File: src/rtl/des_key_schedule_if.sv
// Key-schedule bus: key load/advance requests in, current subkey and status out.
interface des_key_schedule_if;
  logic [64:1] key;
  logic        key_load;
  logic        decrypt;
  logic        next;
  logic [48:1] K;
  logic [4:0]  key_idx;
  logic [4:0]  rnd;
  logic        k_valid;
  logic        done;

  modport master (
    output key, key_load, decrypt, next,
    input  K, key_idx, rnd, k_valid, done
  );

  modport slave (
    input  key, key_load, decrypt, next,
    output K, key_idx, rnd, k_valid, done
  );
endinterface

File: src/rtl/des_key_schedule.sv
// Sequential DES key schedule: one 48-bit round subkey per advance, K1..K16 or K16..K1.
// C/D hold the rotated key halves; PC-2 of the next C/D is registered straight into K.
module des_key_schedule (
  input  logic                 clk,
  input  logic                 rst_n,
  des_key_schedule_if.slave    bus
);

  localparam int unsigned CD_W  = 56;
  localparam int unsigned K_W   = 48;
  localparam int unsigned IDX_W = 5;

  localparam int unsigned PC1 [CD_W] = '{
    57, 49, 41, 33, 25, 17,  9,  1, 58, 50, 42, 34, 26, 18,
    10,  2, 59, 51, 43, 35, 27, 19, 11,  3, 60, 52, 44, 36,
    63, 55, 47, 39, 31, 23, 15,  7, 62, 54, 46, 38, 30, 22,
    14,  6, 61, 53, 45, 37, 29, 21, 13,  5, 28, 20, 12,  4
  };

  localparam int unsigned PC2 [K_W] = '{
    14, 17, 11, 24,  1,  5,  3, 28, 15,  6, 21, 10,
    23, 19, 12,  4, 26,  8, 16,  7, 27, 20, 13,  2,
    41, 52, 31, 37, 47, 55, 30, 40, 51, 45, 33, 48,
    44, 49, 39, 56, 34, 53, 46, 42, 50, 36, 29, 32
  };

  // Bit n-1 set means round n rotates by two positions instead of one.
  localparam logic [15:0] SHIFT2 = 16'h7EFC;

  typedef enum logic {IDLE, ACTIVE} state_e;

  state_e            state_q, state_d;
  logic [CD_W-1:0]   cd_q, cd_d;
  logic              dir_q, dir_d;
  logic [K_W:1]      k_q, k_d;
  logic [IDX_W-1:0]  idx_q, idx_d;
  logic [IDX_W-1:0]  rnd_q, rnd_d;
  logic              valid_q, valid_d;
  logic              done_q, done_d;
  logic              unused_parity;

  // DES bit b of C||D lives at cd[56-b]; DES key bit i lives at key[65-i].
  function automatic logic [CD_W-1:0] pc1(input logic [64:1] k);
    logic [CD_W-1:0] r;
    r = '0;
    for (int i = 0; i < 56; i++) r[55-i] = k[65-PC1[i]];
    return r;
  endfunction

  function automatic logic [K_W:1] pc2(input logic [CD_W-1:0] cd);
    logic [K_W:1] r;
    r = '0;
    for (int j = 0; j < 48; j++) r[48-j] = cd[56-PC2[j]];
    return r;
  endfunction

  function automatic logic [CD_W-1:0] rotl(input logic [CD_W-1:0] cd, input logic two);
    logic [27:0] c, d;
    c = cd[55:28];
    d = cd[27:0];
    return two ? {c[25:0], c[27:26], d[25:0], d[27:26]}
               : {c[26:0], c[27],    d[26:0], d[27]};
  endfunction

  function automatic logic [CD_W-1:0] rotr(input logic [CD_W-1:0] cd, input logic two);
    logic [27:0] c, d;
    c = cd[55:28];
    d = cd[27:0];
    return two ? {c[1:0], c[27:2], d[1:0], d[27:2]}
               : {c[0],   c[27:1], d[0],   d[27:1]};
  endfunction

  // Parity bits 8,16,...,64 play no part in the schedule.
  assign unused_parity = ^{bus.key[57], bus.key[49], bus.key[41], bus.key[33],
                           bus.key[25], bus.key[17], bus.key[9],  bus.key[1]};

  always_comb begin
    state_d = state_q;
    cd_d    = cd_q;
    dir_d   = dir_q;
    k_d     = k_q;
    idx_d   = idx_q;
    rnd_d   = rnd_q;
    valid_d = valid_q;
    done_d  = 1'b0;

    if (bus.key_load) begin
      // Decrypt starts from C0/D0 unrotated: total rotation is 28, so C16 = C0.
      cd_d    = bus.decrypt ? pc1(bus.key) : rotl(pc1(bus.key), 1'b0);
      k_d     = pc2(cd_d);
      idx_d   = bus.decrypt ? IDX_W'(15) : IDX_W'(0);
      rnd_d   = '0;
      valid_d = 1'b1;
      dir_d   = bus.decrypt;
      state_d = ACTIVE;
    end else if (state_q == ACTIVE && bus.next) begin
      if (rnd_q == IDX_W'(15)) begin
        state_d = IDLE;
        valid_d = 1'b0;
        done_d  = 1'b1;
      end else begin
        if (dir_q) begin
          cd_d  = rotr(cd_q, SHIFT2[idx_q[3:0]]);
          idx_d = idx_q - IDX_W'(1);
        end else begin
          cd_d  = rotl(cd_q, SHIFT2[4'(idx_q + IDX_W'(1))]);
          idx_d = idx_q + IDX_W'(1);
        end
        k_d   = pc2(cd_d);
        rnd_d = rnd_q + IDX_W'(1);
      end
    end
  end

  always_ff @(posedge clk) begin
    if (!rst_n) begin
      state_q <= IDLE;
      cd_q    <= '0;
      dir_q   <= 1'b0;
      k_q     <= '0;
      idx_q   <= '0;
      rnd_q   <= '0;
      valid_q <= 1'b0;
      done_q  <= 1'b0;
    end else begin
      state_q <= state_d;
      cd_q    <= cd_d;
      dir_q   <= dir_d;
      k_q     <= k_d;
      idx_q   <= idx_d;
      rnd_q   <= rnd_d;
      valid_q <= valid_d;
      done_q  <= done_d;
    end
  end

  assign bus.K       = k_q;
  assign bus.key_idx = idx_q;
  assign bus.rnd     = rnd_q;
  assign bus.k_valid = valid_q;
  assign bus.done    = done_q;

endmodule

File: src/flat_wrapper.sv
// flat-port wrapper written by rule: the top's interface ports become plain ports
module des_key_schedule_flat 
  (clk, rst_n, bus_key, bus_key_load, bus_decrypt, bus_next, bus_K, bus_key_idx, bus_rnd, bus_k_valid, bus_done);
  des_key_schedule_if bus_i ();
  input  logic clk;
  input  logic rst_n;
  input wire logic [$bits(bus_i.key)-1:0] bus_key;
  input wire logic [$bits(bus_i.key_load)-1:0] bus_key_load;
  input wire logic [$bits(bus_i.decrypt)-1:0] bus_decrypt;
  input wire logic [$bits(bus_i.next)-1:0] bus_next;
  output wire logic [$bits(bus_i.K)-1:0] bus_K;
  output wire logic [$bits(bus_i.key_idx)-1:0] bus_key_idx;
  output wire logic [$bits(bus_i.rnd)-1:0] bus_rnd;
  output wire logic [$bits(bus_i.k_valid)-1:0] bus_k_valid;
  output wire logic [$bits(bus_i.done)-1:0] bus_done;
  assign bus_i.key = bus_key;
  assign bus_i.key_load = bus_key_load;
  assign bus_i.decrypt = bus_decrypt;
  assign bus_i.next = bus_next;
  assign bus_K = bus_i.K;
  assign bus_key_idx = bus_i.key_idx;
  assign bus_rnd = bus_i.rnd;
  assign bus_k_valid = bus_i.k_valid;
  assign bus_done = bus_i.done;
  des_key_schedule u_core (.clk(clk), .rst_n(rst_n), .bus(bus_i));
endmodule
File: config.mk
export PLATFORM = sky130hd
export DESIGN_NAME = des_key_schedule_flat
export DESIGN_NICKNAME = d
export VERILOG_FILES = /design/src/rtl/des_key_schedule_if.sv /design/src/rtl/des_key_schedule.sv /design/src/flat_wrapper.sv
export SDC_FILE = /design/constraint.sdc
export NUM_CORES = 1
export LEC_CHECK = 0
export CAP_MARGIN = 10
export CORE_MARGIN = 5
export CORE_UTILIZATION = 48
export DETAILED_ROUTE_END_ITERATION = 7
export PLACE_DENSITY_LB_ADDON = 0.25
export SYNTH_ARGS = -nofsm -noshare
export SYNTH_HDL_FRONTEND = slang
export SYNTH_SLANG_ARGS = --single-unit
File: constraint.sdc
create_clock -name clk -period 2.2 [get_ports clk]
set_input_delay 0.44 -clock clk [delete_from_list [all_inputs] [get_ports clk]]
set_output_delay 0.44 -clock clk [all_outputs]
set_load 0.05 [all_outputs]
==> key figures <==
Timing
  – Slew @ Worst Pin: 593 ps
  – Final hold vios: 0
  – Slew HR: 0.605
  – Skew final: 8.66 ps
  – RSZ-0062 raised after global routing: false
  – WHS: 501 ps
  – # setup viols final: 0
  – Final Max Slew Viols: 0
  – Final setup TNS: 0 ps
  – Tmin final: 2150 ps
  – Fmax: 0.465 GHz
  – Final Worst Setup Slack: 51.2 ps
  – Final period util: 0.977

Hold path
  – Tightest Hold Check Type: primary input to flop

Finish
  – Design area: 7440 um2
  – Nets: 834
  – Share of layout cells above drive strength 1: 0.0903
  – Layout area overhead: 22.1%
  – Post-Layout Cell Count: 936
  – Fill cells: 1166
  – Final core utilization: 0.594
  – ANT cells: 0

Setup path
  – Maximum fanout along the worst path: 7
  – Crit path max-delay cell type: clkdlybuf4s50_1
  – Crit path launch: u_core.bus.K[17]$_SDFFE_PN0N_
  – Crit. path cell count: 1
  – Worst EP required: 1760 ps
  – Worst path bufs/invs: 1
  – Critical path endpoint category: primary output
  – Setup Crit Path Kind: flop to primary output
  – Critical path capture point: bus_K[16]
  – Crit path max-delay family: buffers and inverters
  – Reg2reg path depth: 8
  – CP startpoint kind: flop
  – RR Startpoint: u_core.bus.rnd[0]$_SDFFE_PP0P_
  – CP peak stage delay: 870 ps
  – Reg2reg setup slack: 90 ps
  – Critical path arrival: 1710 ps
  – CP Cell Sequence: clkdlybuf4s50_1

Power and ir drop
  – PnR Total Power: 5.04 mW
  – VDD IR-drop max: 0.000432 V
  – Pwr dens: 677 nW/um2
  – LEAKAGE: 2.74 nW

Synthesis
  – Post-synth ARST share: 0
  – Number of flops mapped to enable cells by yosys: 0
  – Synthesized area: 6090 um2
  – Proportion of netlist area held by the largest area contributor: 0.276
  – Yosys reg bits: 70
  – YS warnings: 0
  – Syn avg cell area: 8.44 um2
  – Syn Inst Count: 722
  – Cell variety after synth: 41
  – Area contributors post-synth: mux2i_1 (28%), dfxtp_1 (23%), a221oi_1 (8.0%)
  – Main synth FF type: dfxtp_1
  – Register area share after synthesis: 0.230
  – Post-synth net total: 796
  – Leading area contributor after synthesis: mux2i_1

Place
  – Inst Count DP: 921
  – # port buffers: 120
  – Gpl congestion: 0.869
  – Hpwl dp: 11.5 mm
  – Dpl cell area: 7090 um2
  – DP Worst Slack: 50.0 ps

Floorplanning
  – IO Pins: 129
  – Core Footprint: 12500 um2
  – Area of the die: 15000 um2
  – Die Ht: 123 um
  – Die X: 123 um
  – Row count: 41
  – Initial Util: 0.487

Clock network
  – Clock slew at reported path FFs: 60 ps
  – Hold-fix buffers, CTS: 0
  – Root Buffer: clkbuf_16
  – Clock latency on the worst-skew pair: 340 ps
  – Clock sink count: 70
  – Max clock buf depth: 2
  – H-tree depth: 3
  – CTS Buf Count: 9
  – CTS tree: built

Route
  – ANT nets after route: 0
  – Total number of vias: 5886
  – Final wirelength: 17.5 mm
  – Via density: 6.29
  – Initial DRC count: 674
  – Post-route DRC: 0
  – TritonRoute pass-1 iters: 7
  – Wire per inst: 18.7 um

Global routing
  – Overflow after GRT: 0
  – Global-route wire length before repair: 27.8 mm
  – Initial antenna violation count: 0
  – Number of global-route vias before repair: 5524
  – All-layer global routing usage: 0.224
  – Pin count of the biggest net entering global routing: 59

Run
  – MaxCap Viol Count: 0

Outcome
  – Status: completed
==> how the worst min path moves through the flow <==
stage                                   start                                  to  slack [ps]  cells past startpoint
2_1_floorplan    u_core.cd_q[47]$_SDFFE_PN0N_       u_core.bus.K[31]$_SDFFE_PN0N_         550                      2
3_3_place_gp   u_core.bus.rnd[4]$_SDFFE_PP0P_      u_core.bus.rnd[4]$_SDFFE_PP0P_         500                      2
3_5_place_dp   u_core.bus.rnd[4]$_SDFFE_PP0P_      u_core.bus.rnd[4]$_SDFFE_PP0P_         520                      2
4_1_cts                          bus_key_load  u_core.bus.key_idx[3]$_SDFFE_PN0N_         490                      3
5_1_grt                          bus_key_load  u_core.bus.key_idx[0]$_SDFFE_PN0N_         540                      3
6_report                         bus_key_load  u_core.bus.key_idx[2]$_SDFFE_PN0N_         500                      3
==> layout make-up <==
| class | instances | area (um2) | share of cell area |
|---|---|---|---|
| multi-input combinational | 524 | 3970 | 0.534 |
| timing repair buffer | 148 | 1490 | 0.200 |
| sequential | 70 | 1410 | 0.190 |
| clock buffer | 11 | 253 | 0.0340 |
| tap | 172 | 215 | 0.0289 |
| clock inverter | 4 | 70.1 | 0.00942 |
| inverter | 7 | 26.3 | 0.00353 |
==> layout by cell type, fill, tap and decap left out, drive strengths merged, types with 11 or more instances in the layout <==
master and instances:
o21ai 57, nand2 11, a21oi 67, mux2i 168, o2bb2ai 55, nor2 68
clkbuf 11, a221oi 56, clkdlybuf4s50 112, dfxtp 70, buf 35
==> flip-flops by register name, indices dropped and copies added, names as in the netlist, named ones only <==
register,flops
u_core.bus.done,1
u_core.state_q,1
u_core.bus.key_idx,5
u_core.cd_q,9
u_core.dir_q,1
u_core.bus.K,47
u_core.bus.rnd,5
==> routing by layer <==
layer | vias up | track usage | wire length, um | part of all wire
li1 | 2771 | - | - | -
met1 | 2897 | 0.301 | 7810 | 0.45
met2 | 206 | 0.373 | 8470 | 0.49
met3 | 12 | 0.0419 | 1070 | 0.061
met4 | 0 | 0.0504 | 113 | 0.0065
met5 | - | 0 | 0 | 0
==> what timing repair did <==
action	4_1_cts	5_1_grt
hold endpoints to repair	0	0
resized for setup	0	7
buffers inserted	0	0
endpoints found under the setup margin	0	29
==> cells in the mapped netlist (all sizes together) (5+ instances only) <==
library cell	n
o21ai	57
nand2	11
clkbuf	41
xnor2	6
dfxtp	70
a221oi	56
ha	5
mux2i	168
nor2	68
buf	80
inv	7
a21oi	67
o2bb2ai	55
==> cell families after synthesis <==
| kind of cell | after synthesis | share of synthesized area |
|---|---|---|
| XOR/XNOR | 8 | 0.0115 |
| flip-flops | 70 | 0.230 |
| adder cells (fa/ha/maj) | 5 | 0.0103 |
| AO/OA/AOI/OAI | 248 | 0.280 |
| AND/OR/NAND/NOR | 94 | 0.0696 |
| multiplexers | 169 | 0.278 |
| buffers and inverters | 128 | 0.121 |
==> report_power, final <==
group	internal [mW]	total, mW	switching (mW)
Clock	1.04	1.61	0.569
Combinational	0.767	1.80	1.03
Sequential	1.39	1.63	0.234
==> worst register-to-register path: stages (launching register included) <==
cell and delay, ps:
dfxtp_2 320, ha_1 200, and3_1 190, ha_2 190, nand3b_4 200, or4_4 500, a21oi_2 120, a41oi_1 50
o221a_1 250
No activity file was read; power rests on OpenSTA's default activity.
